`src/rtl/alu_seq_control.sv`:
```
// ---------------------------------------------------------------------------
// alu_seq_control
//
// ALU control decoder with a sequencer for multi-cycle operations. Single-cycle
// operations complete one cycle after acceptance; MUL and DIV hold the block
// busy so that valid_out arrives exactly MUL_LAT / DIV_LAT cycles after the
// request was accepted.
//
// Parameters
//   MUL_LAT  execute cycles for MUL       (1..31)
//   DIV_LAT  execute cycles for UDIV/SDIV (1..31)
//   CNT_W    down-counter width, 2**CNT_W must exceed max(MUL_LAT, DIV_LAT)
//
// Ports
//   clk          in   rising-edge clock
//   reset        in   asynchronous active-high reset
//   valid_in     in   decode request present
//   alu_op[1:0]  in   main decoder class (00 ld/st, 01 CBZ, 10 R-type, 11 rsvd)
//   opcode[10:0] in   instruction bits [31:21]
//   ready        out  request is accepted at the next rising edge if valid_in
//   alu_control  out  registered ALU operation, held until the next acceptance
//   valid_out    out  one-cycle pulse: alu_control/illegal are final
//   busy         out  a multi-cycle operation is in progress
//   illegal      out  accepted request was undecodable
// ---------------------------------------------------------------------------
module alu_seq_control #(
  parameter int MUL_LAT = 4,
  parameter int DIV_LAT = 16,
  parameter int CNT_W   = 5
) (
  input  logic        clk,
  input  logic        reset,
  input  logic        valid_in,
  input  logic [1:0]  alu_op,
  input  logic [10:0] opcode,
  output logic        ready,
  output logic [3:0]  alu_control,
  output logic        valid_out,
  output logic        busy,
  output logic        illegal
);

  localparam logic [0:0] S_IDLE = 1'b0;
  localparam logic [0:0] S_BUSY = 1'b1;

  localparam logic [3:0] CTRL_AND  = 4'b0000;
  localparam logic [3:0] CTRL_ORR  = 4'b0001;
  localparam logic [3:0] CTRL_ADD  = 4'b0010;
  localparam logic [3:0] CTRL_SUB  = 4'b0110;
  localparam logic [3:0] CTRL_PASS = 4'b0111;
  localparam logic [3:0] CTRL_MUL  = 4'b1000;
  localparam logic [3:0] CTRL_DIV  = 4'b1001;
  localparam logic [3:0] CTRL_ILL  = 4'b1111;

  // The counter is loaded with LAT-2: one cycle is spent on the accepting
  // edge and one on the edge that leaves BUSY, so BUSY lasts LAT-1 cycles.
  // The load values are only used when the matching latency exceeds 1.
  localparam logic [CNT_W-1:0] MUL_LOAD = CNT_W'(MUL_LAT - 2);
  localparam logic [CNT_W-1:0] DIV_LOAD = CNT_W'(DIV_LAT - 2);
  localparam bit MUL_MULTI = (MUL_LAT > 1);
  localparam bit DIV_MULTI = (DIV_LAT > 1);

  logic [0:0]       state_q, state_d;
  logic [CNT_W-1:0] cnt_q,   cnt_d;
  logic [3:0]       ctrl_q,  ctrl_d;
  logic             vld_q,   vld_d;
  logic             ill_q,   ill_d;

  logic [3:0] dec_ctrl;
  logic       dec_ill;
  logic       dec_mul;
  logic       dec_div;

  // Decoder: anything not explicitly listed becomes an illegal single-cycle op.
  // NOTE: every combinational output gets a default before the case so no
  // path leaves it unassigned, which would infer a latch.
  always_comb begin
    dec_ctrl = CTRL_ILL;
    dec_ill  = 1'b1;
    unique case (alu_op)
      2'b00: begin
        dec_ctrl = CTRL_ADD;
        dec_ill  = 1'b0;
      end
      2'b01: begin
        dec_ctrl = CTRL_PASS;
        dec_ill  = 1'b0;
      end
      2'b10: begin
        dec_ill = 1'b0;
        case (opcode)
          11'b10001011000: dec_ctrl = CTRL_ADD;
          11'b11001011000: dec_ctrl = CTRL_SUB;
          11'b10001010000: dec_ctrl = CTRL_AND;
          11'b10101010000: dec_ctrl = CTRL_ORR;
          11'b10011011000: dec_ctrl = CTRL_MUL;
          11'b10011010110: dec_ctrl = CTRL_DIV;
          default: begin
            dec_ctrl = CTRL_ILL;
            dec_ill  = 1'b1;
          end
        endcase
      end
      default: begin
        dec_ctrl = CTRL_ILL;
        dec_ill  = 1'b1;
      end
    endcase
  end

  assign dec_mul = (alu_op == 2'b10) && (opcode == 11'b10011011000);
  assign dec_div = (alu_op == 2'b10) && (opcode == 11'b10011010110);

  // Next-state logic. valid_in is only looked at in IDLE, which is exactly
  // when ready is high.
  always_comb begin
    state_d = state_q;
    cnt_d   = cnt_q;
    ctrl_d  = ctrl_q;
    ill_d   = ill_q;
    vld_d   = 1'b0;
    unique case (state_q)
      S_IDLE: begin
        if (valid_in) begin
          ctrl_d = dec_ctrl;
          ill_d  = dec_ill;
          if (dec_mul && MUL_MULTI) begin
            cnt_d   = MUL_LOAD;
            state_d = S_BUSY;
          end else if (dec_div && DIV_MULTI) begin
            cnt_d   = DIV_LOAD;
            state_d = S_BUSY;
          end else begin
            // Single-cycle op (including latency-1 MUL/DIV): result next cycle.
            vld_d = 1'b1;
          end
        end
      end
      S_BUSY: begin
        if (cnt_q == '0) begin
          vld_d   = 1'b1;
          state_d = S_IDLE;
        end else begin
          cnt_d = cnt_q - 1'b1;
        end
      end
      default: state_d = S_IDLE;
    endcase
  end

  // NOTE: state registers use non-blocking assignments so every flop samples
  // the pre-edge values, independent of statement order.
  always_ff @(posedge clk or posedge reset) begin
    if (reset) begin
      state_q <= S_IDLE;
      cnt_q   <= '0;
      ctrl_q  <= 4'b0000;
      vld_q   <= 1'b0;
      ill_q   <= 1'b0;
    end else begin
      state_q <= state_d;
      cnt_q   <= cnt_d;
      ctrl_q  <= ctrl_d;
      vld_q   <= vld_d;
      ill_q   <= ill_d;
    end
  end

  assign ready       = (state_q == S_IDLE);
  assign busy        = (state_q == S_BUSY);
  assign alu_control = ctrl_q;
  assign valid_out   = vld_q;
  assign illegal     = ill_q;

endmodule

```
`config.mk`:
```
export PLATFORM = sky130hd
export DESIGN_NAME = alu_seq_control
export DESIGN_NICKNAME = d
export VERILOG_FILES = /design/src/rtl/alu_seq_control.sv
export SDC_FILE = /design/constraint.sdc
export NUM_CORES = 1
export LEC_CHECK = 0
export CAP_MARGIN = 10
export CORE_MARGIN = 4
export CORE_UTILIZATION = 40
export DETAILED_ROUTE_END_ITERATION = 6
export PLACE_DENSITY = 0.72
export SYNTH_ARGS = -nofsm -noshare
export SYNTH_HDL_FRONTEND = slang
export SYNTH_SLANG_ARGS = --single-unit
export TNS_END_PERCENT = 1
```
`constraint.sdc`:
```
create_clock -name clk -period 1.5 [get_ports clk]
set_input_delay 0.225 -clock clk [delete_from_list [all_inputs] [get_ports clk]]
set_output_delay 0.225 -clock clk [all_outputs]
set_load 0.02 [all_outputs]
```
==> out/metrics.yaml <==
layout:
  seq_area_um2: 300
  final_cells: 167
  nets: 161
  multiInputGateArea_um2: 536
  area_growth_pct: 80.8
  drive_above_1_share_pct: 35.2
  design_area_um2: 1380
  n_fill_cell: 121
  diodes: 0
route:
  drc_errors: 0
  finalWirelength_um: 2520
  drtIter0Drc: 27
  drtPass1Iterations: 4
  postRouteAntennaNets: 0
  post_drt_wl_per_cell_um: 15.1
  via_per_inst: 5.53
  vias: 924
global_route:
  grt_pass1_wl_um: 3950
  antenna_found_initial: 0
  grt_max_degree: 13
  overflow: 0
  grt_usage_pct: 20.5
  grt_pass1_vias: 914
placed_design:
  dp.cells: 158
  gp_congestion: 0.806
  hpwl_um: 1810
  io_buffers: 23
  dpl_cell_area_um2: 1190
clock_tree:
  clk_pin_slew_ps: 80
  cts_hold_buf: 0
  h-tree-depth: 1
  clock_latency_ps: 280
  cts_buffers: 3
  clock-sinks: 12
  cts_buffer_depth: 2
  cts_tree: "yes"
  clk_root_buffer_cell: "clkbuf_4"
sta:
  drv_slew: 0
  finalCritPeriodShare_pct: 100
  period_needed_ps: 1510
  worst_slew_pin_slew_ps: 483
  slew-limit-headroom_pct: 67.8
  skew_ps: 0.927
  finalHoldViolCount: 0
  clock.fmax_mhz: 664
  rsz0062_at_grt: "yes"
  setup_viol: 1
  setup_tns_ps: -6.63
  finalWorstSetupSlack_ps: -6.63
setup_path:
  timing.rr.end: "cnt_q[1]"
  crit_buf_inv: 1
  end_kind: "flop"
  cp_slowest_cell: "dfrtp_1"
  rr_worst_depth: 7
  critPathMaxStageDelay_ps: 400
  reg2reg_slack_ps: -7
  critPathArrivalTime_ps: 1680
  path_delay_family: "simple AND/OR/NAND/NOR gates"
  r2r-start: "cnt_q[0]"
  worstPathRequired_ps: 1670
  path_class: "flop to flop"
  crit_path_start_kind: "flop"
  cp_max_fo: 3
  crit_chain: "inv_2 -> ha_4 -> nor4b_4 -> nor2_2 -> a41o_1 -> nor2_1 -> a21oi_1"
worst_hold_path:
  hp-class: "primary input to asynchronous set/reset pin"
synthesis:
  seq_area_frac_synth_pct: 39.3
  synth-compound-area-share_pct: 19.2
  yosys-top-cells-count: "nor2_1 (13), dfrtp_1 (12), nand2_1 (10), a21oi_1 (7), inv_1 (6)"
  ys_types: 28
  avgSynthCellArea_um2: 8.58
  synth_ff_type: "dfrtp_1"
  yosysTopAreaCell: "dfrtp_1"
  syn_inst: 89
  synth.most_common_cell: "nor2_1"
  yosysWarnings: 0
  synth-xor-area-share_pct: 0
  synthAdderAreaFrac_pct: 3.28
  async_flop_share_pct: 100
  syn-num-nets: 107
  netlist_area_um2: 763
  synth-edff-count: 0
  synthMuxAreaShare_pct: 0
  synth_top_area_share_pct: 39.3
  synthSimpleGateAreaFrac_pct: 35.2
  ys_ff_latch: 12
  yosys-top-cells-area: "dfrtp_1 (39%), nor2_1 (6.4%), nand2_1 (4.9%)"
  synth_top_family_by_area: "simple AND/OR/NAND/NOR gates"
job:
  max_cap_violations: 0
power:
  p_leak_nw: 0.643
  powerDensity_nw_per_um2: 685
  ir_drop_uv: 675
die:
  die_h_um: 51.7
  core_area_um2: 1760
  start_util_pct: 43.3
  io_pins: 24
  rows: 15
  die_area_um2: 2670
  die_w_um: 51.7
outcome:
  violations: "setup timing"
  status: "finished, violations left"
-- placed cells by master (no fill, tap or decap), types with 2 or more instances in the layout --
cell	Yosys	final
nand2_1	10	10
dfrtp_1	12	12
nor2_1	13	11
clkdlybuf4s15_1	0	3
nand3_1	3	3
a21oi_1	7	5
buf_4	0	24
nor2b_1	2	2
o21ai_1	5	4
o21ai_2	0	2
inv_2	0	2
buf_6	0	2
nor3_1	4	4
dlymetal6s2s_1	0	10
dlygate4sd2_1	0	3
nor2_2	0	2
clkdlybuf4s50_1	0	7
inv_1	6	4
clkbuf_4	0	3
nand3b_1	3	3
nand2b_1	2	2
a21oi_2	0	2
-- how the worst max path moves through the flow --
stage                     startpoint        endpoint  slack (ps)  cells after the start
after floorplan            opcode[0]  alu_control[3]           9                      5
after global placement     opcode[0]  alu_control[3]        -450                      6
after detailed placement   opcode[0]  alu_control[3]        -540                      6
after CTS                  opcode[1]  alu_control[3]         -90                      8
after global routing        cnt_q[0]        cnt_q[1]         -50                      7
final                       cnt_q[0]        cnt_q[1]          -7                      7
-- through the flow --
| step | setup slack [ps] | hold slack, ps | power [W] | utilization [%] |
|---|---|---|---|---|
| floorplan | 8.87 | 89.7 | 0.000485 | - |
| global placement | -452 | 470 | 0.000626 | 67.4 |
| detailed placement | -539 | 469 | 0.000637 | 67.4 |
| CTS | -88.9 | 265 | 0.000911 | 72.1 |
| global route | -54.0 | 312 | 0.00100 | 78.2 |
| finish | -6.63 | 251 | 0.000946 | 78.2 |
-- worst reg2reg max path: cells and delay by family, from the launching register on --
family	cells	cell delay [ps]
simple gates	3	460
flops	1	400
fa+ha+maj	1	140
compound gates	2	320
buf+inv	1	90
-- report_power, final --
group	internal [W]	switching (W)	total, W	leakage [nW]
Sequential	0.000354	0.0000312	0.000385	0.130
Clock	0.000148	0.000121	0.000269	0.0210
Combinational	0.000159	0.000133	0.000292	0.493
Total	0.000661	0.000285	0.000946	0.643
-- registers in the layout, summed over array words and instances (netlist names) --
register	flops
busy	1
valid_out	1
illegal	1
alu_control	4
cnt_q	5
-- repair_timing --
action                     in CTS  in global routing
buffers inserted                2                  3
pin swaps                       7                 14
setup endpoints to repair      13                 14
resized for setup              14                 26
cloned                          0                  0
-- logic make-up (layout without fill, tap and decap cells) --
logic type,after synthesis,count (layout)
flip-flops,12,12
buffers and inverters,6,59
AND/OR/NAND/NOR,48,48
AO/OA/AOI/OAI,21,21
adder cells (fa/ha/maj),2,2
-- per-layer routing --
metal / global-route usage, % / vias up / wire length, um
met5: 0 / - / 0
met4: 12.2 / 0 / 83
met3: 4.30 / 13 / 129
met2: 36.7 / 45 / 1280
met1: 21.9 / 439 / 1020
li1: - / 427 / -
-- area by class of cell --
type                            instances  share of cell area (%)
Tap cell                               25                    2.27
Clock buffer                            4                    2.63
Sequential cell                        12                    21.8
Timing Repair Buffer                   49                    32.9
Multi-Input combinational cell         71                    38.8
Inverter                                6                    1.63
Note: power is estimated with default switching activity, not from simulation.
